## config.mk

```make
export PLATFORM = sky130hd
export DESIGN_NAME = fp_convert_pipe_flat
export DESIGN_NICKNAME = d
export VERILOG_FILES = /design/src/rtl/fp_convert_pipe_if.sv /design/src/rtl/fp_convert_pipe.sv /design/src/flat_wrapper.sv
export SDC_FILE = /design/constraint.sdc
export NUM_CORES = 1
export LEC_CHECK = 0
export CAP_MARGIN = 20
export CORE_MARGIN = 2
export CORE_UTILIZATION = 50
export CTS_CLUSTER_DIAMETER = 50
export DETAILED_ROUTE_END_ITERATION = 8
export MAX_ROUTING_LAYER = met4
export PLACE_DENSITY = 0.68
export SLEW_MARGIN = 15
export SYNTH_ARGS = -nofsm -noshare
export SYNTH_HDL_FRONTEND = slang
export SYNTH_SLANG_ARGS = --single-unit
```

## constraint.sdc

```tcl
create_clock -name clk -period 5.7 [get_ports clk]
set_input_delay 1.14 -clock clk [delete_from_list [all_inputs] [get_ports clk]]
set_output_delay 1.14 -clock clk [all_outputs]
set_load 0.05 [all_outputs]
```

## src/rtl/fp_convert_pipe_if.sv

```systemverilog
// Handshake bundle for fp_convert_pipe: operand issue side (in_*) and writeback side (out_*).
// slave is the conversion unit's view; master is the upstream/downstream environment's view.
interface fp_convert_pipe_if #(
   parameter int TAG_W = 8
) ();
   logic             in_valid;
   logic             in_ready;
   logic             in_op;
   logic [31:0]      in_data;
   logic [TAG_W-1:0] in_tag;
   logic             out_valid;
   logic             out_ready;
   logic [31:0]      out_data;
   logic [TAG_W-1:0] out_tag;
   logic [2:0]       out_flags;

   modport slave (
      input  in_valid, in_op, in_data, in_tag, out_ready,
      output in_ready, out_valid, out_data, out_tag, out_flags
   );

   modport master (
      output in_valid, in_op, in_data, in_tag, out_ready,
      input  in_ready, out_valid, out_data, out_tag, out_flags
   );
endinterface

```

## src/rtl/fp_convert_pipe.sv

```systemverilog
// F2I (truncating, saturating) / I2F (round-nearest-even) converter; 2-cycle latency, one op per cycle.
// Backpressure: each stage advances when empty or when the stage after it drains; in_ready is combinational.
module fp_convert_pipe #(
   parameter int TAG_W = 8
) (
   input  logic clk,
   input  logic rst_n,
   fp_convert_pipe_if.slave io
);

   typedef struct packed {
      logic             op;
      logic             sign;
      logic [30:0]      val;     // F2I: integer magnitude; I2F: normalised bits below the hidden one
      logic [4:0]       clz;
      logic             zero;
      logic             sat;
      logic             nan;
      logic             min;
      logic             inexact;
      logic [TAG_W-1:0] tag;
   } s1_t;

   function automatic logic [4:0] clz32(input logic [31:0] v);
      clz32 = 5'd31;
      for (int i = 0; i < 32; i++) begin
         if (v[i]) clz32 = 5'(31 - i);
      end
   endfunction

   logic s1_vld, s2_vld;
   logic s1_adv, s2_adv;
   s1_t  s1, s1_nxt;

   logic [31:0]      out_data_q;
   logic [TAG_W-1:0] out_tag_q;
   logic [2:0]       out_flags_q;

   assign s2_adv      = !s2_vld || io.out_ready;
   assign s1_adv      = !s1_vld || s2_adv;
   assign io.in_ready = s1_adv;

   // ---------------- S1: decode, classify, CLZ, align ----------------
   logic [7:0]  f_exp;
   logic [23:0] f_man;
   logic [7:0]  f_rsh;
   logic [55:0] f_aln;
   logic        f_nan, f_min, f_sat, f_small;
   logic [31:0] i_mag;
   logic [4:0]  i_clz;
   logic [30:0] i_norm;

   assign f_exp   = io.in_data[30:23];
   assign f_man   = {1'b1, io.in_data[22:0]};
   // Integer part lands in f_aln[55:25]; the 32 pad bits guarantee nothing falls off the bottom.
   assign f_rsh   = 8'd157 - f_exp;
   assign f_aln   = {f_man, 32'd0} >> f_rsh;
   assign f_nan   = (f_exp == 8'hFF) && (io.in_data[22:0] != 23'd0);
   assign f_min   = (io.in_data == 32'hCF00_0000);
   assign f_sat   = (f_exp >= 8'd158);
   assign f_small = (f_exp < 8'd127);

   assign i_mag   = io.in_data[31] ? (~io.in_data + 32'd1) : io.in_data;
   assign i_clz   = clz32(i_mag);
   assign i_norm  = 31'(i_mag << i_clz);

   always_comb begin
      s1_nxt      = '0;
      s1_nxt.op   = io.in_op;
      s1_nxt.sign = io.in_data[31];
      s1_nxt.tag  = io.in_tag;
      if (io.in_op) begin
         s1_nxt.val  = i_norm;
         s1_nxt.clz  = i_clz;
         s1_nxt.zero = (io.in_data == 32'd0);
      end else begin
         s1_nxt.val     = f_aln[55:25];
         s1_nxt.zero    = f_small;
         s1_nxt.sat     = f_sat;
         s1_nxt.nan     = f_nan;
         s1_nxt.min     = f_min;
         s1_nxt.inexact = f_small ? (|io.in_data[30:0]) : (|f_aln[24:0]);
      end
   end

   always_ff @(posedge clk) begin
      if (!rst_n) begin
         s1_vld <= 1'b0;
      end else if (s1_adv) begin
         s1_vld <= io.in_valid;
         if (io.in_valid) s1 <= s1_nxt;
      end
   end

   // ---------------- S2: round, saturate, pack, flags ----------------
   logic        i_g, i_st, i_up;
   logic [23:0] i_rnd;
   logic [7:0]  i_exp;
   logic [31:0] f_mag;
   logic [31:0] s2_dat;
   logic [2:0]  s2_flg;

   assign i_g   = s1.val[7];
   assign i_st  = |s1.val[6:0];
   assign i_up  = i_g && (i_st || s1.val[8]);
   // A carry out of the mantissa leaves i_rnd[22:0] at zero and bumps the exponent.
   assign i_rnd = {1'b0, s1.val[30:8]} + 24'(i_up);
   assign i_exp = 8'd158 - {3'b000, s1.clz} + 8'(i_rnd[23]);
   assign f_mag = {1'b0, s1.val};

   always_comb begin
      s2_dat = '0;
      s2_flg = '0;
      if (s1.op) begin
         if (!s1.zero) begin
            s2_dat = {s1.sign, i_exp, i_rnd[22:0]};
            s2_flg = {2'b00, i_g || i_st};
         end
      end else if (s1.nan) begin
         s2_dat = 32'h7FFF_FFFF;
         s2_flg = 3'b100;
      end else if (s1.min) begin
         s2_dat = 32'h8000_0000;
      end else if (s1.sat) begin
         s2_dat = s1.sign ? 32'h8000_0000 : 32'h7FFF_FFFF;
         s2_flg = 3'b010;
      end else begin
         s2_dat = s1.zero ? 32'd0 : (s1.sign ? (~f_mag + 32'd1) : f_mag);
         s2_flg = {2'b00, s1.inexact};
      end
   end

   always_ff @(posedge clk) begin
      if (!rst_n) begin
         s2_vld      <= 1'b0;
         out_data_q  <= '0;
         out_tag_q   <= '0;
         out_flags_q <= '0;
      end else if (s2_adv) begin
         s2_vld <= s1_vld;
         if (s1_vld) begin
            out_data_q  <= s2_dat;
            out_tag_q   <= s1.tag;
            out_flags_q <= s2_flg;
         end
      end
   end

   assign io.out_valid = s2_vld;
   assign io.out_data  = out_data_q;
   assign io.out_tag   = out_tag_q;
   assign io.out_flags = out_flags_q;

endmodule

```

## src/flat_wrapper.sv

```systemverilog
// flat-port wrapper written by rule: the top's interface ports become plain ports
module fp_convert_pipe_flat 
#(
   parameter int TAG_W = 8
)
  (clk, rst_n, io_in_valid, io_in_op, io_in_data, io_in_tag, io_out_ready, io_in_ready, io_out_valid, io_out_data, io_out_tag, io_out_flags);
  fp_convert_pipe_if #(.TAG_W(TAG_W)) io_i ();
  input  logic clk;
  input  logic rst_n;
  input wire logic [$bits(io_i.in_valid)-1:0] io_in_valid;
  input wire logic [$bits(io_i.in_op)-1:0] io_in_op;
  input wire logic [$bits(io_i.in_data)-1:0] io_in_data;
  input wire logic [$bits(io_i.in_tag)-1:0] io_in_tag;
  input wire logic [$bits(io_i.out_ready)-1:0] io_out_ready;
  output wire logic [$bits(io_i.in_ready)-1:0] io_in_ready;
  output wire logic [$bits(io_i.out_valid)-1:0] io_out_valid;
  output wire logic [$bits(io_i.out_data)-1:0] io_out_data;
  output wire logic [$bits(io_i.out_tag)-1:0] io_out_tag;
  output wire logic [$bits(io_i.out_flags)-1:0] io_out_flags;
  assign io_i.in_valid = io_in_valid;
  assign io_i.in_op = io_in_op;
  assign io_i.in_data = io_in_data;
  assign io_i.in_tag = io_in_tag;
  assign io_i.out_ready = io_out_ready;
  assign io_in_ready = io_i.in_ready;
  assign io_out_valid = io_i.out_valid;
  assign io_out_data = io_i.out_data;
  assign io_out_tag = io_i.out_tag;
  assign io_out_flags = io_i.out_flags;
  fp_convert_pipe #(.TAG_W(TAG_W)) u_core (.clk(clk), .rst_n(rst_n), .io(io_i));
endmodule
```

==> impl_metrics.yaml <==
outcome:
  outcome: "finished clean"
place:
  detailed_place_hpwl_mm: 30.78
  placed_cells: 1752
  finalWeightedCongestion: 1.077
  io_buffers: 89
sta:
  worst_slew_pin_slew_ps: 1112
  tns_ps: 0
  slew_violations: 0
  grt_setup_unrepaired: "false"
  fmax_ghz: 0.1833
  period_needed_ps: 5455
  skew_ps: 10.18
  fin_crit_sh_pct: 95.70
  setup_viol: 0
  hold_viol: 0
  max-slew-margin-rel_pct: 25.87
grt:
  track_usage_pct: 36.13
  grt_pass1_wl_mm: 60.79
  use_met3_pct: 3.344
  met1_usage_pct: 42.64
  grt_pass1_vias: 10792
  grt_max_degree: 52
  grt.busiest_layer: "met2"
  gr-total-overflow: 0
  grt_use_met2_pct: 60.69
  grt_antenna_before_repair: 0
drt:
  dr.pass1.iters: 6
  first_iter_violations: 754
  drc: 0
  vias_per_cell: 6.404
  wl_per_cell_um: 21.84
  num_vias: 11329
  ant_nets: 0
  drt_wl_total_mm: 38.63
cts:
  ctsRootBufferMaster: "clkbuf_16"
  cts_sinks: 96
  cts_hold_buf: 0
  clockBufferDepth: 2
  clk_pin_slew_ps: 70
  cts_resized: 0
  numCtsBuffers: 9
  clk_latency_ps: 340
  cts_tree: "built"
  cts_max_level: 3
  cts_setup_buffers: 0
floorplanning:
  die_x_um: 148.1
  ioPinCount: 90
  die-area_um2: 21930
  core-area_um2: 20300
  fp.dieH_um: 148.1
  initial_utilization_pct: 51.15
  fp-row-count: 52
synthesis:
  syn_nets: 1400
  synth_edf_count: 51
  synth_top_area_share_pct: 14.75
  netlist_instances: 1347
  synth-async-reset-ratio_pct: 0
  synth.largest_area_cell: "edfxtp_1"
  avgSynthCellArea_um2: 7.708
  ys_ff_latch: 96
  synth-seq-area-share_pct: 23.43
  synth_cell_types: 89
  synth_ff_type: "edfxtp_1"
  yosysMostFrequentCell: "nand2_1"
  synth_top_cells_by_area: "edfxtp_1, dfxtp_1, mux2i_1"
  synth_common_cells: "nand2_1, o21ai_0, nor2_1"
  synth_warnings: 0
  synth_area_um2: 10380
power_and_ir_drop:
  combPwrFrac_pct: 44.9
  internal_power_mw: 1.569
  p_switching_mw: 1.018
  p_leak_nw: 4.809
  seqPwrFrac_pct: 31.8
  power_density_nw_per_um2: 202.6
  switching_share_pct: 39.34
  power.total_mw: 2.587
  ir_drop_mv: 0.1250
  power_frac_clock_pct: 23.3
setup_path:
  cp-startpoint: "io_in_data[1]"
  start_kind: "input pin"
  critical_path.max_stage_delay_ps: 610
  arrival_ps: 5540
  cp_slowest_cell: "or4b_1"
  crit_type: "input pin to flop"
  crit_family: "compound AO/OA/AOI/OAI gates"
  worstSetupEndpointType: "flop"
  rr_startpoint: "u_core.f_mag[1]"
  path_cells: "clkdlybuf4s50_1 -> inv_1 -> ha_1 -> or4b_1 -> o31ai_4 -> xor2_2 -> o311ai_0 -> o21ai_1 -> a41oi_2 -> a2111oi_4 -> buf_12 -> mux2i_1 -> o22ai_1 -> o21ba_2 -> o221ai_1 -> a211o_1"
  crit_required_ps: 5780
  crit_fanout: 18
  critPathBufInv: 3
min_path:
  worstHoldStart: "u_core.io.out_tag[3]"
  min_path_type: "flop to flop"
cells_and_area:
  fin_nets: 1547
  drive_above_1_share_pct: 16.68
  multi_input_area_um2: 7381
  utilization_pct: 62.89
  register_area_um2: 2432
  layout.cells.non_filler: 1769
  fillerInstances: 1881
  diodes: 0
  syn_to_final_growth_pct: 22.96
run:
  drv_cap: 0
==> layout make-up <==
type,instances,share of cell area [%]
clock buffers,10,1.872
clock inverters,6,0.4704
inverters,27,0.7939
multi-input cells,1101,57.82
flip-flops and latches,96,19.05
well taps,270,2.646
repair buffers,259,17.35
==> registers in the layout, summed over array words and instances, names as in the netlist <==
register and flops:
u_core.f_mag 31, u_core.io.out_data 32, u_core.io.out_flags 3, u_core.io.out_tag 8
u_core.io.out_valid 1, u_core.s1 20, u_core.s1_vld 1
==> tightest hold or removal path, delay by kind of cell, from the launching register on <==
| kind | cells | cell delay (ps) |
|---|---|---|
| DFF | 1 | 310 |
| and+or+nand+nor | 1 | 40 |
| AOI/OAI and AO/OA | 1 | 60 |
==> layout by cell type, fill, tap and decap left out, types with 25 or more instances in the layout <==
cell and n:
edfxtp_1 51, clkdlybuf4s50_1 86, xnor2_1 49, a31oi_1 31
nand3_1 36, a21oi_1 52, nand2_1 159, buf_4 165
o21ai_0 126, xor2_1 44, mux2i_1 83, nor3_1 25
dfxtp_1 45, nor2_1 108
==> power groups by stage <==
stage	registers (mW)	logic, mW	clock network, mW
after CTS	0.822	1.13	0.615
after global routing	0.828	1.24	0.638
after floorplan	0.886	0.635	0
after global placement	0.836	1.13	0
final	0.823	1.16	0.603
after detailed placement	0.837	1.13	0
==> stage by stage <==
stage	instance area (µm²)	hold slack [ps]	worst slack, ps
4_1_cts	12730	467.3	196.0
3_3_place_gp	12430	450.7	-53.01
6_report	12770	464.7	245.3
2_1_floorplan	10380	495.6	548.0
5_1_grt	12770	492.3	5.327
3_5_place_dp	12430	457.0	-132.3
==> worst paths after layout <==
kind	cells after the start	slack (ps)	to
worst max register to register	11	2100	u_core.io.out_data[16]
worst max-delay path	16	250	u_core.f_mag[24]
worst min-delay path	2	460	u_core.io.out_tag[3]
worst min register to register	2	460	u_core.io.out_tag[3]
==> kinds of logic (layout without fill, tap and decap cells) <==
kind of cell	after synthesis	in the layout	share of synthesized area, %
simple gates	468	468	22.08
compound gates	416	416	26.80
buf+inv	150	302	5.893
mux	113	113	12.67
xor+xnor	96	96	8.171
flops	96	96	23.43
fa+ha+maj	8	8	0.9641
==> metal layers <==
metal  wire length, µm  share of wire [%]
met5                 0                  0
met1             15310                 40
met3              2137                5.5
met4              2499                6.5
met2             18680                 48
(Power assumes the default switching activity.)
